**src/rtl/seven_seg_scan_decoder_if.sv**
```systemverilog
// -----------------------------------------------------------------------------
// seven_seg_scan_decoder_if
//
// Groups the scanned-display inputs and the decoded-frame outputs of
// seven_seg_scan_decoder into one bundle.
//
// Handshake semantics: there is no backpressure. The display driver presents
// an_i/seg_i/dp_i every cycle; the decoder qualifies them purely by stability.
// frame_valid_o is a single-cycle strobe and value_o/dp_o/frame_err_o are
// valid in that cycle (value_o/dp_o then hold until the next strobe).
//
//   an_i           4  anode enables, active-low (bit 0 = rightmost digit)
//   seg_i          7  segments {g,f,e,d,c,b,a}, active-low
//   dp_i           1  decimal point, active-low
//   value_o       16  last complete frame, 4 BCD nibbles (nibble k = digit k)
//   dp_o           4  last complete frame decimal points, active-high
//   frame_valid_o  1  one-cycle pulse when value_o/dp_o update
//   frame_err_o    1  frame contained an undecodable digit (with frame_valid_o)
//   multi_an_err_o 1  one-cycle pulse when several anodes are low
//   timeout_o      1  one-cycle pulse when a partial frame is abandoned
//   state_o        2  debug view of the scan FSM (0 idle, 1 settle, 2 hold)
//
// Modports: master = display driver side, slave = decoder side.
// -----------------------------------------------------------------------------
interface seven_seg_scan_decoder_if;
    logic [3:0]  an_i;
    logic [6:0]  seg_i;
    logic        dp_i;
    logic [15:0] value_o;
    logic [3:0]  dp_o;
    logic        frame_valid_o;
    logic        frame_err_o;
    logic        multi_an_err_o;
    logic        timeout_o;
    logic [1:0]  state_o;

    modport master (
        output an_i, seg_i, dp_i,
        input  value_o, dp_o, frame_valid_o, frame_err_o,
               multi_an_err_o, timeout_o, state_o
    );

    modport slave (
        input  an_i, seg_i, dp_i,
        output value_o, dp_o, frame_valid_o, frame_err_o,
               multi_an_err_o, timeout_o, state_o
    );
endinterface

```
**src/rtl/seven_seg_scan_decoder.sv**
```systemverilog
// -----------------------------------------------------------------------------
// seven_seg_scan_decoder
//
// Watches a multiplexed 4-digit seven-segment display bus and reconstructs the
// number being shown. A digit is captured once its anode/segment/dp pattern
// has been stable for SETTLE_CYC consecutive cycles; once all four positions
// have been captured the frame is published on value_o/dp_o with a one-cycle
// frame_valid_o strobe.
//
// Ports:
//   clk_i   rising-edge clock; the display bus is already in this domain
//   rst_ni  asynchronous active-low reset
//   bus     seven_seg_scan_decoder_if.slave (see interface for signal list)
//
// Parameters:
//   SETTLE_CYC   stable cycles needed per capture (2..255)
//   TIMEOUT_CYC  idle cycles before a partial frame is abandoned
//
// Optional feature: define SCAN_TIMEOUT_EN to build the idle counter that
// abandons a partial frame after TIMEOUT_CYC cycles without a capture.
// Without it timeout_o is tied low and a frame may take arbitrarily long.
// -----------------------------------------------------------------------------
module seven_seg_scan_decoder #(
    parameter int unsigned SETTLE_CYC  = 4,
    parameter int unsigned TIMEOUT_CYC = 1_000_000
) (
    input  logic                    clk_i,
    input  logic                    rst_ni,
    seven_seg_scan_decoder_if.slave bus
);

    typedef enum logic [1:0] {
        ST_IDLE   = 2'd0,
        ST_SETTLE = 2'd1,
        ST_HOLD   = 2'd2
    } state_t;

    // The counter is reloaded to 0 on the first cycle of a new pattern, so the
    // capture edge is the one where it would step from SETTLE_CYC-2 to
    // SETTLE_CYC-1: that edge is the SETTLE_CYC-th stable sample.
    localparam logic [7:0] SETTLE_LAST = 8'(SETTLE_CYC - 2);

    state_t      state_q, state_d;
    logic [3:0]  an_q;
    logic [6:0]  seg_q;
    logic        dp_q;
    logic [7:0]  settle_cnt_q;
    logic [3:0]  seen_q;
    logic        flag_q;
    logic [15:0] shadow_q;
    logic [3:0]  shadow_dp_q;
    logic [15:0] value_q;
    logic [3:0]  dp_out_q;
    logic        frame_valid_q;
    logic        frame_err_q;
    logic        multi_q;
    logic        timeout_q;

    logic        changed;
    logic [3:0]  an_act;
    logic [3:0]  an_act_prev;
    logic        single_sel;
    logic        multi_sel;
    logic        multi_prev;
    logic [1:0]  sel_idx;
    logic        capture;
    logic        multi_first;
    logic        complete;
    logic        timeout_hit;
    logic [4:0]  dec;

    // Maps an active-low segment pattern to {valid, digit}; unknown -> {0, F}.
    function automatic logic [4:0] decode(input logic [6:0] seg);
        logic [4:0] r;
        case (seg)
            7'h40:   r = 5'h10;
            7'h79:   r = 5'h11;
            7'h24:   r = 5'h12;
            7'h30:   r = 5'h13;
            7'h19:   r = 5'h14;
            7'h12:   r = 5'h15;
            7'h02:   r = 5'h16;
            7'h78:   r = 5'h17;
            7'h00:   r = 5'h18;
            7'h10:   r = 5'h19;
            default: r = 5'h0F;
        endcase
        return r;
    endfunction

    // ------------------------------------------------------------------
    // Input classification
    // ------------------------------------------------------------------
    assign changed     = {bus.an_i, bus.seg_i, bus.dp_i} != {an_q, seg_q, dp_q};
    assign an_act      = ~bus.an_i;
    assign an_act_prev = ~an_q;
    // x & (x-1) drops the lowest set bit: non-zero means two or more selected.
    assign multi_sel   = (an_act & (an_act - 4'd1)) != 4'd0;
    assign multi_prev  = (an_act_prev & (an_act_prev - 4'd1)) != 4'd0;
    assign single_sel  = (an_act != 4'd0) && !multi_sel;
    assign complete    = (seen_q == 4'hF);
    assign dec         = decode(bus.seg_i);

    always_comb begin
        sel_idx = 2'd0;
        case (an_act)
            4'b0001: sel_idx = 2'd0;
            4'b0010: sel_idx = 2'd1;
            4'b0100: sel_idx = 2'd2;
            4'b1000: sel_idx = 2'd3;
            default: sel_idx = 2'd0;
        endcase
    end

    // ------------------------------------------------------------------
    // FSM: state register
    // ------------------------------------------------------------------
    always_ff @(posedge clk_i or negedge rst_ni) begin
        if (!rst_ni) state_q <= ST_IDLE;
        else         state_q <= state_d;
    end

    // ------------------------------------------------------------------
    // FSM: next state
    // ------------------------------------------------------------------
    always_comb begin
        state_d = state_q;
        if (changed) begin
            // Blank or multi-anode patterns park in IDLE until the bus moves.
            state_d = single_sel ? ST_SETTLE : ST_IDLE;
        end else begin
            case (state_q)
                ST_SETTLE: if (settle_cnt_q == SETTLE_LAST) state_d = ST_HOLD;
                default:   state_d = state_q;
            endcase
        end
    end

    // ------------------------------------------------------------------
    // FSM: outputs
    // ------------------------------------------------------------------
    always_comb begin
        capture     = 1'b0;
        multi_first = 1'b0;
        if (state_q == ST_SETTLE && !changed && settle_cnt_q == SETTLE_LAST)
            capture = 1'b1;
        // Only the entry into a multi-anode condition is reported.
        if (changed && multi_sel && !multi_prev)
            multi_first = 1'b1;
    end

    // ------------------------------------------------------------------
    // Previous-sample registers and settle counter
    // ------------------------------------------------------------------
    always_ff @(posedge clk_i or negedge rst_ni) begin
        if (!rst_ni) begin
            // Reset to the blank-display pattern.
            an_q         <= 4'hF;
            seg_q        <= 7'h7F;
            dp_q         <= 1'b1;
            settle_cnt_q <= 8'd0;
        end else begin
            an_q  <= bus.an_i;
            seg_q <= bus.seg_i;
            dp_q  <= bus.dp_i;
            if (changed)
                settle_cnt_q <= 8'd0;
            else if (state_q == ST_SETTLE)
                settle_cnt_q <= settle_cnt_q + 8'd1;
        end
    end

    // ------------------------------------------------------------------
    // Optional idle timeout
    // ------------------------------------------------------------------
`ifdef SCAN_TIMEOUT_EN
    localparam logic [31:0] TIMEOUT_LAST = 32'(TIMEOUT_CYC - 1);
    logic [31:0] idle_cnt_q;

    assign timeout_hit = !capture && !complete && (idle_cnt_q == TIMEOUT_LAST);

    always_ff @(posedge clk_i or negedge rst_ni) begin
        if (!rst_ni)                      idle_cnt_q <= 32'd0;
        else if (capture || complete)     idle_cnt_q <= 32'd0;
        else if (timeout_hit)             idle_cnt_q <= 32'd0;
        else                              idle_cnt_q <= idle_cnt_q + 32'd1;
    end
`else
    // TIMEOUT_CYC only matters when the idle counter is built.
    logic unused_timeout_cfg;
    assign unused_timeout_cfg = ^TIMEOUT_CYC;
    assign timeout_hit        = 1'b0;
`endif

    // ------------------------------------------------------------------
    // Capture, frame assembly and publication
    // ------------------------------------------------------------------
    always_ff @(posedge clk_i or negedge rst_ni) begin
        if (!rst_ni) begin
            seen_q        <= 4'd0;
            flag_q        <= 1'b0;
            shadow_q      <= 16'd0;
            shadow_dp_q   <= 4'd0;
            value_q       <= 16'd0;
            dp_out_q      <= 4'd0;
            frame_valid_q <= 1'b0;
            frame_err_q   <= 1'b0;
            multi_q       <= 1'b0;
            timeout_q     <= 1'b0;
        end else begin
            frame_valid_q <= 1'b0;
            frame_err_q   <= 1'b0;
            multi_q       <= multi_first;
            timeout_q     <= timeout_hit;

            // A capture can never land on the edge after a capture (the dwell
            // is at least two cycles), so complete and capture are exclusive.
            if (complete) begin
                value_q       <= shadow_q;
                dp_out_q      <= shadow_dp_q;
                frame_valid_q <= 1'b1;
                frame_err_q   <= flag_q;
                seen_q        <= 4'd0;
                flag_q        <= 1'b0;
            end else if (capture) begin
                shadow_q[{sel_idx, 2'b00} +: 4] <= dec[3:0];
                shadow_dp_q[sel_idx]            <= ~bus.dp_i;
                seen_q[sel_idx]                 <= 1'b1;
                if (!dec[4]) flag_q <= 1'b1;
            end

            if (multi_first || timeout_hit) begin
                seen_q <= 4'd0;
                flag_q <= 1'b0;
            end
        end
    end

    assign bus.value_o        = value_q;
    assign bus.dp_o           = dp_out_q;
    assign bus.frame_valid_o  = frame_valid_q;
    assign bus.frame_err_o    = frame_err_q;
    assign bus.multi_an_err_o = multi_q;
    assign bus.timeout_o      = timeout_q;
    assign bus.state_o        = state_q;

endmodule

```
**src/flat_wrapper.sv**
```systemverilog
// flat-port wrapper written by rule: the top's interface ports become plain ports
module seven_seg_scan_decoder_flat 
#(
    parameter int unsigned SETTLE_CYC  = 4,
    parameter int unsigned TIMEOUT_CYC = 1_000_000
)
  (clk_i, rst_ni, bus_an_i, bus_seg_i, bus_dp_i, bus_value_o, bus_dp_o, bus_frame_valid_o, bus_frame_err_o, bus_multi_an_err_o, bus_timeout_o, bus_state_o);
  seven_seg_scan_decoder_if bus_i ();
  input  logic clk_i;
  input  logic rst_ni;
  input wire logic [$bits(bus_i.an_i)-1:0] bus_an_i;
  input wire logic [$bits(bus_i.seg_i)-1:0] bus_seg_i;
  input wire logic [$bits(bus_i.dp_i)-1:0] bus_dp_i;
  output wire logic [$bits(bus_i.value_o)-1:0] bus_value_o;
  output wire logic [$bits(bus_i.dp_o)-1:0] bus_dp_o;
  output wire logic [$bits(bus_i.frame_valid_o)-1:0] bus_frame_valid_o;
  output wire logic [$bits(bus_i.frame_err_o)-1:0] bus_frame_err_o;
  output wire logic [$bits(bus_i.multi_an_err_o)-1:0] bus_multi_an_err_o;
  output wire logic [$bits(bus_i.timeout_o)-1:0] bus_timeout_o;
  output wire logic [$bits(bus_i.state_o)-1:0] bus_state_o;
  assign bus_i.an_i = bus_an_i;
  assign bus_i.seg_i = bus_seg_i;
  assign bus_i.dp_i = bus_dp_i;
  assign bus_value_o = bus_i.value_o;
  assign bus_dp_o = bus_i.dp_o;
  assign bus_frame_valid_o = bus_i.frame_valid_o;
  assign bus_frame_err_o = bus_i.frame_err_o;
  assign bus_multi_an_err_o = bus_i.multi_an_err_o;
  assign bus_timeout_o = bus_i.timeout_o;
  assign bus_state_o = bus_i.state_o;
  seven_seg_scan_decoder #(.SETTLE_CYC(SETTLE_CYC), .TIMEOUT_CYC(TIMEOUT_CYC)) u_core (.clk_i(clk_i), .rst_ni(rst_ni), .bus(bus_i));
endmodule
```
**config.mk**
```make
export PLATFORM = sky130hd
export DESIGN_NAME = seven_seg_scan_decoder_flat
export DESIGN_NICKNAME = d
export VERILOG_FILES = /design/src/rtl/seven_seg_scan_decoder_if.sv /design/src/rtl/seven_seg_scan_decoder.sv /design/src/flat_wrapper.sv
export SDC_FILE = /design/constraint.sdc
export NUM_CORES = 1
export LEC_CHECK = 0
export ABC_AREA = 1
export CORE_ASPECT_RATIO = 0.9
export CORE_MARGIN = 2
export CORE_UTILIZATION = 40
export CTS_BUF_LIST = sky130_fd_sc_hd__clkbuf_8
export DETAILED_ROUTE_END_ITERATION = 6
export GPL_TIMING_DRIVEN = 0
export PLACE_DENSITY_LB_ADDON = 0.08
export SLEW_MARGIN = 30
export SYNTH_ARGS = -nofsm -noshare
export SYNTH_HDL_FRONTEND = slang
export SYNTH_SLANG_ARGS = --single-unit
export TNS_END_PERCENT = 30
```
**constraint.sdc**
```tcl
create_clock -name clk_i -period 1.6 [get_ports clk_i]
set_clock_uncertainty 0.1 [all_clocks]
set_input_delay 0.16 -clock clk_i [delete_from_list [all_inputs] [get_ports clk_i]]
set_output_delay 0.16 -clock clk_i [all_outputs]
set_load 0.1 [all_outputs]
```
-- Yosys cells after proc, flatten, opt, wreduce, memory -nomap -nowiden
Index checks and enable logic that the tools add are counted.
- register bits: 70
- input port bits: 14
- output and inout bits: 26
- logic and storage cells: 88
- add/sub/neg operators: 4
- order comparisons: 2
- equal/unequal tests: 17
- shift operators: 2
- mux-type cells: 23
- bitwise operators: 7
- reductions and logical operators: 19
- operators by type and width (kind ; count):
    $pmux W5 S10 ; 1
    $eq A7 B5 Y1 const B ; 3
    $eq A7 B7 Y1 const B ; 3
    $bwmux W16 ; 1
    $mux W8 ; 2
    $shift A4 B6 Y16 const A ; 1
    $shiftx A4 B6 Y16 ; 1
    $eq A7 B6 Y1 const B ; 2
    $mux W4 ; 3
    $ne A12 B12 Y1 ; 1
    $reduce_bool A4 Y1 ; 3
    $mux W1 ; 10
    $add A8 B1 Y8 const B ; 1
    $and A4 B4 Y4 ; 2
    $eq A4 B4 Y1 const B ; 2
    $eq A8 B2 Y1 const B ; 1
    $not A4 Y4 ; 2
    $sub A4 B1 Y4 const B ; 2
    $eq A7 B2 Y1 const B ; 1
    $logic_not A7 Y1 ; 1
    $logic_and A1 B1 Y1 ; 6
    $mux W2 ; 3
    $neg A4 Y6 ; 1
    $pmux W2 S3 ; 1
    other kinds (14) ; 20

-- Depth between registers and ports, before layout
Gate-level depths: netlist of the first run.
- word-level depth: 11
- mapped depth: 13
- mapped depth without buffers: 12

-- Worst setup path before layout of the first run
Ideal clock, no wire load.
- path type: register to register
- from: reg u_core.state_q[0], in the netlist u_core.bus.state_o[0]
- to: reg u_core.shadow_dp_q[1]
- setup time: 113 ps
- arrival: 2154 ps
- slack: -767 ps
- cell stages (with the launch flop): 11
- path buffers: 1
- cell sequence: dfrtp_1 > inv_1 > nor2_4 > inv_1 > nor3_4 > inv_1 > nor2_8 > buf_8 > nand4_1 > nand2_1 > inv_1
- longest elaborated chain between the ends: 5
- ends and longest elaborated chain (element ; RTL line ; source):
    start, declared ; seven_seg_scan_decoder.sv:43 ; state_t state_q, state_d;
    start signal, assigned ; seven_seg_scan_decoder.sv:120 ; else state_q <= state_d;
    $eq A2 B1 Y1 ; seven_seg_scan_decoder.sv:145 ; if (state_q == ST_SETTLE && !changed && settle_cnt_q == SETTLE_LAST)
    $logic_and A1 B1 Y1 (2 in a row) ; seven_seg_scan_decoder.sv:145 ;
    $mux W1 ; seven_seg_scan_decoder.sv:145 ;
    $reduce_and A2 Y1 (no line) ; -- ;
    end signal, assigned by index ; seven_seg_scan_decoder.sv:227 ; shadow_dp_q[sel_idx] <= ~bus.dp_i;
    end, declared ; seven_seg_scan_decoder.sv:51 ; logic [3:0] shadow_dp_q;
Every way passes these cells.
A chain may end at the register's enable or synchronous reset.

-- Worst setup path in the final report of the first run
- from: reg u_core.seg_q[3]
- to: reg u_core.shadow_dp_q[2]
- longest elaborated chain between the ends: 6
- ends and longest elaborated chain (element ; RTL line ; source):
    start, declared ; seven_seg_scan_decoder.sv:45 ; logic [6:0] seg_q;
    start signal, assigned ; seven_seg_scan_decoder.sv:164 ; seg_q <= bus.seg_i;
    $ne A12 B12 Y1 ; seven_seg_scan_decoder.sv:94 ; assign changed = {bus.an_i, bus.seg_i, bus.dp_i} != {an_q, seg_q, dp_q};
    $logic_not A1 Y1 ; seven_seg_scan_decoder.sv:145 ;
    $logic_and A1 B1 Y1 (2 in a row) ; seven_seg_scan_decoder.sv:145 ;
    $mux W1 ; seven_seg_scan_decoder.sv:145 ;
    $reduce_and A2 Y1 (no line) ; -- ;
Every way passes these cells.

==> impl_metrics.json, run 1 <==
{
  "yosys_warnings": 0,
  "max_freq_ghz": 0.550,
  "maxCapViolations": 0,
  "maxSlewHeadroom_pct": 63.6,
  "grt_pass1_wl_um": 12700,
  "cp.arrival_ns": 1.96,
  "final_common_cell": "nand2_1",
  "wire_per_inst_um": 11.4,
  "grt_antenna_before_repair": 0,
  "design_area_um2": 4460,
  "gr-total-overflow": 0,
  "core_area_um2": 8530,
  "num-nets-final": 533,
  "grt_setup_unrepaired": "true",
  "vias_per_cell": 4.45,
  "gp_congestion": 0.770,
  "firstDrtPassIters": 4,
  "critical_path_peak_fanout": 10,
  "yosysSeqAreaShare_pct": 50.7,
  "crit_type": "flip-flop to flip-flop",
  "num_vias": 2819,
  "clockRootBuffer": "clkbuf_8",
  "p_leak_nw": 2.32,
  "required_ns": 1.75,
  "rows": 32,
  "drive_gt1_share_pct": 22.3,
  "rrSetupSlack_ns": -0.22,
  "grt_pass1_vias": 2701,
  "fin_util_pct": 52.3,
  "finalSetupViolations": 43,
  "dpl_cell_area_um2": 4050,
  "fin_crit_sh_pct": 114,
  "h-tree-depth": 3,
  "hp-class": "input port to async pin",
  "ant_nets": 0,
  "avgSynthCellArea_um2": 7.81,
  "cp-start-kind": "flip-flop",
  "drt-initial-drc-count": 72,
  "synth_cell_types": 36,
  "r2r-start": "u_core.seg_q[3]$_DFF_PN1_",
  "status": "complete, but fails checks",
  "clock_latency_ns": 0.35,
  "grt_max_degree": 50,
  "r2r-end": "u_core.shadow_dp_q[2]$_DFFE_PN0P_",
  "clockBufferDepth": 2,
  "yosysTopAreaCell": "dfrtp_1",
  "ir_drop_mv": 0.319,
  "nFillCells": 872,
  "violations": "setup timing",
  "grtUsageTotal_pct": 17.0,
  "die_h_um": 92.5,
  "cts_tree": "done",
  "final.setup.tns_ns": -5.12,
  "final_cell_mix": "nand2_1 (175), inv_1 (57), dfrtp_1 (56)",
  "period_needed_ns": 1.82,
  "wl_um": 7200,
  "worst_pin_slew_ns": 0.549,
  "drc": 0,
  "diodes": 0,
  "maxSlewViolCount": 0,
  "io_pins": 40,
  "ff2ff_path_depth": 12,
  "power_density_nw_per_um2": 751,
  "area_growth_pct": 28.0,
  "synth_top_cell_area_share_pct": 41.7,
  "clock-sinks": 70,
  "finalHoldViolCount": 0,
  "worst_setup_path_end_kind": "flip-flop",
  "syn-cell-area_um2": 3480,
  "die_area_um2": 9480,
  "portBuffers": 38,
  "ys_top_cells_by_area": "dfrtp_1 (42%), nand2_1 (19%), dfstp_2 (9.0%)",
  "cts_buffers": 9,
  "path_clk_slew_ns": 0.08,
  "die-width_um": 102,
  "syn_nets": 469,
  "synthCells": 446,
  "initial_core_util_pct": 40.9,
  "dp_hpwl_um": 5060,
  "setup_ws_ns": -0.218,
  "ys_ff_latch": 70
}
sequential cells by signal, summed over array words and instances (netlist names):
signal and flops:
u_core.an_q 4, u_core.bus.value_o 16, u_core.dp_q 1, u_core.bus.frame_valid_o 1
u_core.shadow_dp_q 4, u_core.flag_q 1, u_core.seg_q 7, u_core.seen_q 4
u_core.bus.multi_an_err_o 1, u_core.bus.dp_o 4, u_core.shadow_q 16, u_core.settle_cnt_q 8
u_core.bus.state_o 2, u_core.bus.frame_err_o 1
metrics by stage:
step                      hold slack [ns]  setup slack [ns]  instances  power [W]
after floorplan                    -0.236            -0.161        446    0.00203
after global placement              0.364             -2.69        603    0.00216
after detailed placement          -0.0193             -1.03        604    0.00217
after CTS                          0.0198            -0.235        631    0.00341
after global routing                0.179            -0.361        634    0.00352
final                               0.142            -0.218        634    0.00335
worst max-delay path: stages, from the launching register on:
cell and delay [ns]:
dfstp_2 0.54, inv_2 0.03, nand2_1 0.04, nand2_1 0.06, nor2_2 0.12, nand2_2 0.08
nor2_4 0.14, nand2_4 0.10, nor2_8 0.16, buf_8 0.15, nand4_1 0.08, nand2_1 0.07
inv_1 0.03
routing by layer:
metal / up-vias / GRT usage (%) / part of all wire [%]
met5: - / 0 / 0
met4: 0 / 5.67 / 0.78
met3: 7 / 4.08 / 3.2
met2: 37 / 26.2 / 45
met1: 1279 / 23.7 / 51
li1: 1496 / - / -
logic make-up (layout without fill, tap and decap cells):
| family | Yosys count | count (layout) | share of synthesized area, % |
|---|---|---|---|
| AND/OR/NAND/NOR | 262 | 263 | 32.5 |
| other | 1 | 1 | 0.108 |
| AO/OA/AOI/OAI | 30 | 30 | 4.85 |
| adder cells (fa/ha/maj) | 9 | 9 | 3.23 |
| XOR/XNOR | 1 | 1 | 0.251 |
| buffers and inverters | 73 | 141 | 8.33 |
| flip-flops | 70 | 70 | 50.7 |
area by class of cell:
cell class                      count  area [um2]  share of cell area, %
Clock buffer                        9         124                   2.78
Inverter                           67         264                   5.92
Sequential cell                    70        1770                   39.8
Timing Repair Buffer               52         543                   12.2
Multi-Input combinational cell    304        1530                   34.3
Tap cell                          119         149                   3.34
Buffer                              6        40.0                  0.898
Clock inverter                      7        35.0                  0.786
what timing repair did:
action                                  4_1_cts  5_1_grt
buffers inserted                              7        0
hold buffers                                  3        3
resized for setup                           105       27
endpoints found under the hold margin        70        3
pin swaps                                    10        1
cloned                                        1        0
endpoints found under the setup margin       65       46
cells in the mapped netlist (all sizes together):
cell type	instances
clkinv	1
or2	1
o31ai	1
a211oi	1
o211ai	2
dfstp	12
ha	9
a31oi	2
nor3	6
nor3b	1
o21ai	15
conb	1
dfrtp	58
nand4	7
nand2	178
buf	3
inv	66
nand3	19
clkbuf	3
a21oi	9
xor2	1
nor2	50
report_power, final:
part / switching [W] / internal (W) / total [W]
logic: 0.000238 / 0.000109 / 0.000346
clock network: 0.000649 / 0.000540 / 0.00119
registers: 0.0000103 / 0.00180 / 0.00181
worst max path at each step:
stage	from	to	slack [ns]
floorplan	bus_an_i[3]	u_core.shadow_q[1]$_DFFE_PN0P_	-0.16
global route	u_core.seg_q[3]$_DFF_PN1_	u_core.shadow_dp_q[2]$_DFFE_PN0P_	-0.36
global placement	rst_ni	u_core.bus.state_o[1]$_DFFE_PN0P_	-2.69
detailed placement	bus_an_i[0]	u_core.shadow_q[1]$_DFFE_PN0P_	-1.03
CTS	u_core.seg_q[3]$_DFF_PN1_	u_core.shadow_q[4]$_DFFE_PN0P_	-0.24
finish	u_core.seg_q[3]$_DFF_PN1_	u_core.shadow_dp_q[2]$_DFFE_PN0P_	-0.22
Power figures use the tool's default switching activity.
==> run 2, diff against run 1 <==
Settings changed: REMOVE_ABC_BUFFERS from default to 1.
==> impl_metrics.json, run 2 (synthesis gave the netlist of run 1 again) <==
{
  "initial_core_util_pct": 40.9,
  "cp-start-kind": "flip-flop",
  "maxSlewViolCount": 0,
  "wl_met3_um": 243,
  "dp_hpwl_um": 4800,
  "cts_tree": "done",
  "clock_latency_ns": 0.35,
  "final_cell_mix": "nand2_1 (172), dfrtp_1 (58), inv_1 (57)",
  "p_leak_nw": 2.40,
  "hp-class": "input port to flip-flop",
  "grt_setup_unrepaired": "true",
  "clockRootBuffer": "clkbuf_8",
  "grt_pass1_vias": 2875,
  "cts_buffers": 9,
  "clockBufferDepth": 2,
  "max_freq_ghz": 0.516,
  "finalHoldViolCount": 0,
  "crit_path_frequent_cell": "nand2_1",
  "setup_ws_ns": -0.337,
  "fin_util_pct": 54.2,
  "rows": 32,
  "wire_per_inst_um": 11.5,
  "grt_antenna_before_repair": 0,
  "drt-initial-drc-count": 106,
  "placed_cells": 598,
  "gr-total-overflow": 0,
  "worst_setup_path_end_kind": "flip-flop",
  "critPathBufInv": 3,
  "period_needed_ns": 1.94,
  "ir_drop_mv": 0.469,
  "grt_max_degree": 48,
  "max_stage_delay_ns": 0.41,
  "gp_congestion": 0.815,
  "crit_chain": "inv_1 > ha_2 > nand3_2 > nor3_4 > buf_6 > nand4_4 > nor2_4 > inv_2 > nand2_1 > nand2_1",
  "num-nets-final": 536,
  "cp.arrival_ns": 2.08,
  "wl_met2_um": 3230,
  "drc": 0,
  "violations": "setup timing",
  "instances_no_fill": 637,
  "ant_nets": 0,
  "h-tree-depth": 3,
  "area_growth_pct": 32.7,
  "maxSlewHeadroom_pct": 62.0,
  "path_clk_slew_ns": 0.07,
  "portBuffers": 38,
  "grtUsageTotal_pct": 17.9,
  "crit_type": "flip-flop to flip-flop",
  "status": "complete, but fails checks",
  "path_delay_family": "simple AND/OR/NAND/NOR gates",
  "die-width_um": 102,
  "firstDrtPassIters": 4,
  "clock-sinks": 70,
  "critical_path_peak_fanout": 5,
  "num_vias": 2884,
  "diodes": 0,
  "worst_pin_slew_ns": 0.569,
  "vias_per_cell": 4.53,
  "finalSetupViolations": 34,
  "core_area_um2": 8530,
  "drive_gt1_share_pct": 23.7,
  "required_ns": 1.74,
  "grt_pass1_wl_um": 13200,
  "drt-met1-wl_um": 3710,
  "power_density_nw_per_um2": 820,
  "io_pins": 40,
  "die_h_um": 92.5,
  "fin_crit_sh_pct": 121,
  "wl_um": 7300,
  "maxCapViolations": 0,
  "final_common_cell": "nand2_1",
  "top_layer": "met4",
  "slowest_stage": "dfrtp_1",
  "die_area_um2": 9480
}
[run 2: worst register-to-register path: cells and delay by family, from the launching register on]
kind          cells  cell delay [ns]
flops             1             0.41
buf+inv           3             0.29
fa+ha+maj         1             0.17
simple gates      6             0.85
[run 2: report_power, final]
part | internal, W | switching [W] | total [W]
registers | 0.00180 | 0.00000972 | 0.00181
logic | 0.000114 | 0.000238 | 0.000352
clock network | 0.000930 | 0.000697 | 0.00163
[run 2: final cells by class]
class	instances	area, um2
Sequential cell	70	1770
Inverter	67	255
Fill cell	858	3910
Clock buffer	10	138
Timing Repair Buffer	59	602
Clock inverter	6	93.8
Tap cell	119	149
Multi-Input combinational cell	306	1620
[run 2: repair_timing]
item / 4_1_cts / 5_1_grt
gates cloned: 3 / 0
pin swaps: 9 / 13
gates resized for setup: 111 / 24
endpoints found under the setup margin: 77 / 50
endpoints found under the hold margin: 71 / 1
hold buffers: 4 / 1
buffers inserted: 7 / 8
[run 2: worst paths after layout]
path                                                    start                                  to  slack [ns]  cells past startpoint
setup reg to reg           u_core.settle_cnt_q[0]$_DFFE_PN0P_     u_core.shadow_q[11]$_DFFE_PN0P_       -0.34                     10
min in group asynchronous                              rst_ni  u_core.settle_cnt_q[7]$_DFFE_PN0P_        0.15                      2
hold reg to reg               u_core.shadow_q[12]$_DFFE_PN0P_  u_core.bus.value_o[12]$_DFFE_PN0P_        0.37                      2
hold / removal                                    bus_an_i[1]            u_core.an_q[1]$_DFF_PN1_        0.04                      1
max in group asynchronous                              rst_ni           u_core.seg_q[0]$_DFF_PN1_        0.66                      3
setup / recovery           u_core.settle_cnt_q[0]$_DFFE_PN0P_     u_core.shadow_q[11]$_DFFE_PN0P_       -0.34                     10
[run 2: layer usage]
metal | vias up | GRT usage [%]
met1 | 1323 | 25.0
met3 | 13 | 5.43
met2 | 47 | 26.9
met5 | - | 0
met4 | 0 | 5.56
li1 | 1501 | -
[run 2: metrics by stage]
stage / hold WS, ns / TNS [ns] / power (W) / worst slack (ns) / instance area [um2]
after CTS: 0.0139 / -5.64 / 0.00384 / -0.242 / 4480
after floorplan: -0.236 / -23.10 / 0.00202 / -0.809 / 3450
after global routing: 0.0334 / -12.49 / 0.00396 / -0.450 / 4620
final: 0.0356 / -7.16 / 0.00379 / -0.337 / 4620
after global placement: 0.360 / -181.02 / 0.00215 / -2.18 / 3980
after detailed placement: -0.00625 / -39.88 / 0.00216 / -1.22 / 4000
==> run 3, diff against run 2 <==
Settings changed: SKIP_CTS_REPAIR_TIMING from default to 1.
==> impl_metrics.json, run 3 (synthesis gave the netlist of run 1 again) <==
{
  "num-nets-final": 531,
  "worst_setup_path_end_kind": "flip-flop",
  "wire_per_inst_um": 11.2,
  "cts_buffers": 9,
  "hp-class": "input port to async pin",
  "initial_core_util_pct": 40.9,
  "final_cell_mix": "nand2_1 (172), inv_1 (58), dfrtp_1 (58)",
  "die_h_um": 92.5,
  "vias_per_cell": 4.55,
  "grt_setup_unrepaired": "true",
  "fin_crit_sh_pct": 124,
  "dp_hpwl_um": 4800,
  "grt_pass1_vias": 2750,
  "setup_ws_ns": -0.389,
  "worst_pin_slew_ns": 0.662,
  "violations": "setup timing",
  "area_growth_pct": 27.2,
  "p_leak_nw": 2.39,
  "period_needed_ns": 1.99,
  "rows": 32,
  "clockRootBuffer": "clkbuf_8",
  "gr-total-overflow": 0,
  "ir_drop_mv": 0.469,
  "h-tree-depth": 3,
  "clock_latency_ns": 0.35,
  "die-width_um": 102,
  "num_vias": 2873,
  "critical_path_peak_fanout": 8,
  "portBuffers": 38,
  "grt_antenna_before_repair": 0,
  "grtUsageTotal_pct": 16.9,
  "status": "complete, but fails checks",
  "grt_pass1_wl_um": 12500,
  "max_freq_ghz": 0.503,
  "gp_congestion": 0.815,
  "maxSlewViolCount": 0,
  "clockBufferDepth": 2,
  "drt-initial-drc-count": 92,
  "final.setup.tns_ns": -9.99,
  "core_area_um2": 8530,
  "cts_tree": "done",
  "firstDrtPassIters": 4,
  "drive_gt1_share_pct": 21.1,
  "path_clk_slew_ns": 0.08,
  "dp_slack_ns": -1.22,
  "ant_nets": 0,
  "cp.arrival_ns": 2.17,
  "wl_um": 7060,
  "diodes": 0,
  "grt_max_degree": 48,
  "crit_start": "u_core.an_q[1]$_DFF_PN1_",
  "clock-sinks": 70,
  "die_area_um2": 9480,
  "required_ns": 1.78,
  "crit_type": "flip-flop to flip-flop",
  "nFillCells": 865,
  "cp-start-kind": "flip-flop",
  "io_pins": 40,
  "finalSetupViolations": 49,
  "r2r-start": "u_core.an_q[1]$_DFF_PN1_",
  "fin_util_pct": 52.0,
  "final_common_cell": "nand2_1",
  "maxSlewHeadroom_pct": 55.8,
  "finalHoldViolCount": 0,
  "power_density_nw_per_um2": 854,
  "maxCapViolations": 0,
  "drc": 0
}
-- run 3: layout make-up --
class                      instances  area (um2)  share of cell area (%)
clock buffer                      10         138                    3.11
clock inverter                     6        93.8                    2.12
inverter                          67         259                    5.84
tap                              119         149                    3.36
sequential                        70        1770                    39.9
timing repair buffer              55         459                    10.4
multi-input combinational        305        1570                    35.3
-- run 3: per-stage QoR --
stage	cells	power (W)	cell area, um2	hold slack (ns)
final	632	0.00378	4430	0.151
after global routing	632	0.00396	4430	0.188
after detailed placement	598	0.00216	4000	-0.00625
after floorplan	440	0.00202	3450	-0.236
after global placement	597	0.00215	3980	0.360
after CTS	614	0.00381	4230	-0.394
-- run 3: per-layer routing --
metal / global-route usage [%] / vias up / routed length, um
met5: 0 / - / 0
met4: 5.00 / 0 / 90
met3: 5.21 / 9 / 289
met2: 24.7 / 52 / 3090
met1: 24.0 / 1320 / 3590
li1: - / 1492 / -
-- run 3: where the power goes --
| part | total, W | switching (W) | internal (W) |
|---|---|---|---|
| Clock | 0.00163 | 0.000698 | 0.000930 |
| Combinational | 0.000344 | 0.000236 | 0.000108 |
| Sequential | 0.00181 | 0.0000104 | 0.00180 |
| Total | 0.00378 | 0.000944 | 0.00284 |
-- run 3: critical path: stages, from the launching register on --
cell     delay, ns
dfstp_2       0.55
inv_1         0.04
nand2_1       0.05
nand2_1       0.05
nor2_1        0.10
nand2_1       0.10
nor2_4        0.22
nand2_8       0.09
buf_12        0.15
buf_4         0.12
nor3_1        0.18
nor2_1        0.07
nor2_1        0.10
-- run 3: path summary, 6_finish.rpt --
path | depth (start not counted) | end | slack (ns)
max in group asynchronous | 3 | u_core.seg_q[0]$_DFF_PN1_ | 0.66
min | 2 | u_core.settle_cnt_q[6]$_DFFE_PN0P_ | 0.15
min reg2reg | 2 | u_core.bus.value_o[5]$_DFFE_PN0P_ | 0.38
max | 12 | u_core.flag_q$_DFFE_PN0P_ | -0.39
min in group clk_i | 1 | u_core.seg_q[4]$_DFF_PN1_ | 0.20
max reg2reg | 12 | u_core.flag_q$_DFFE_PN0P_ | -0.39
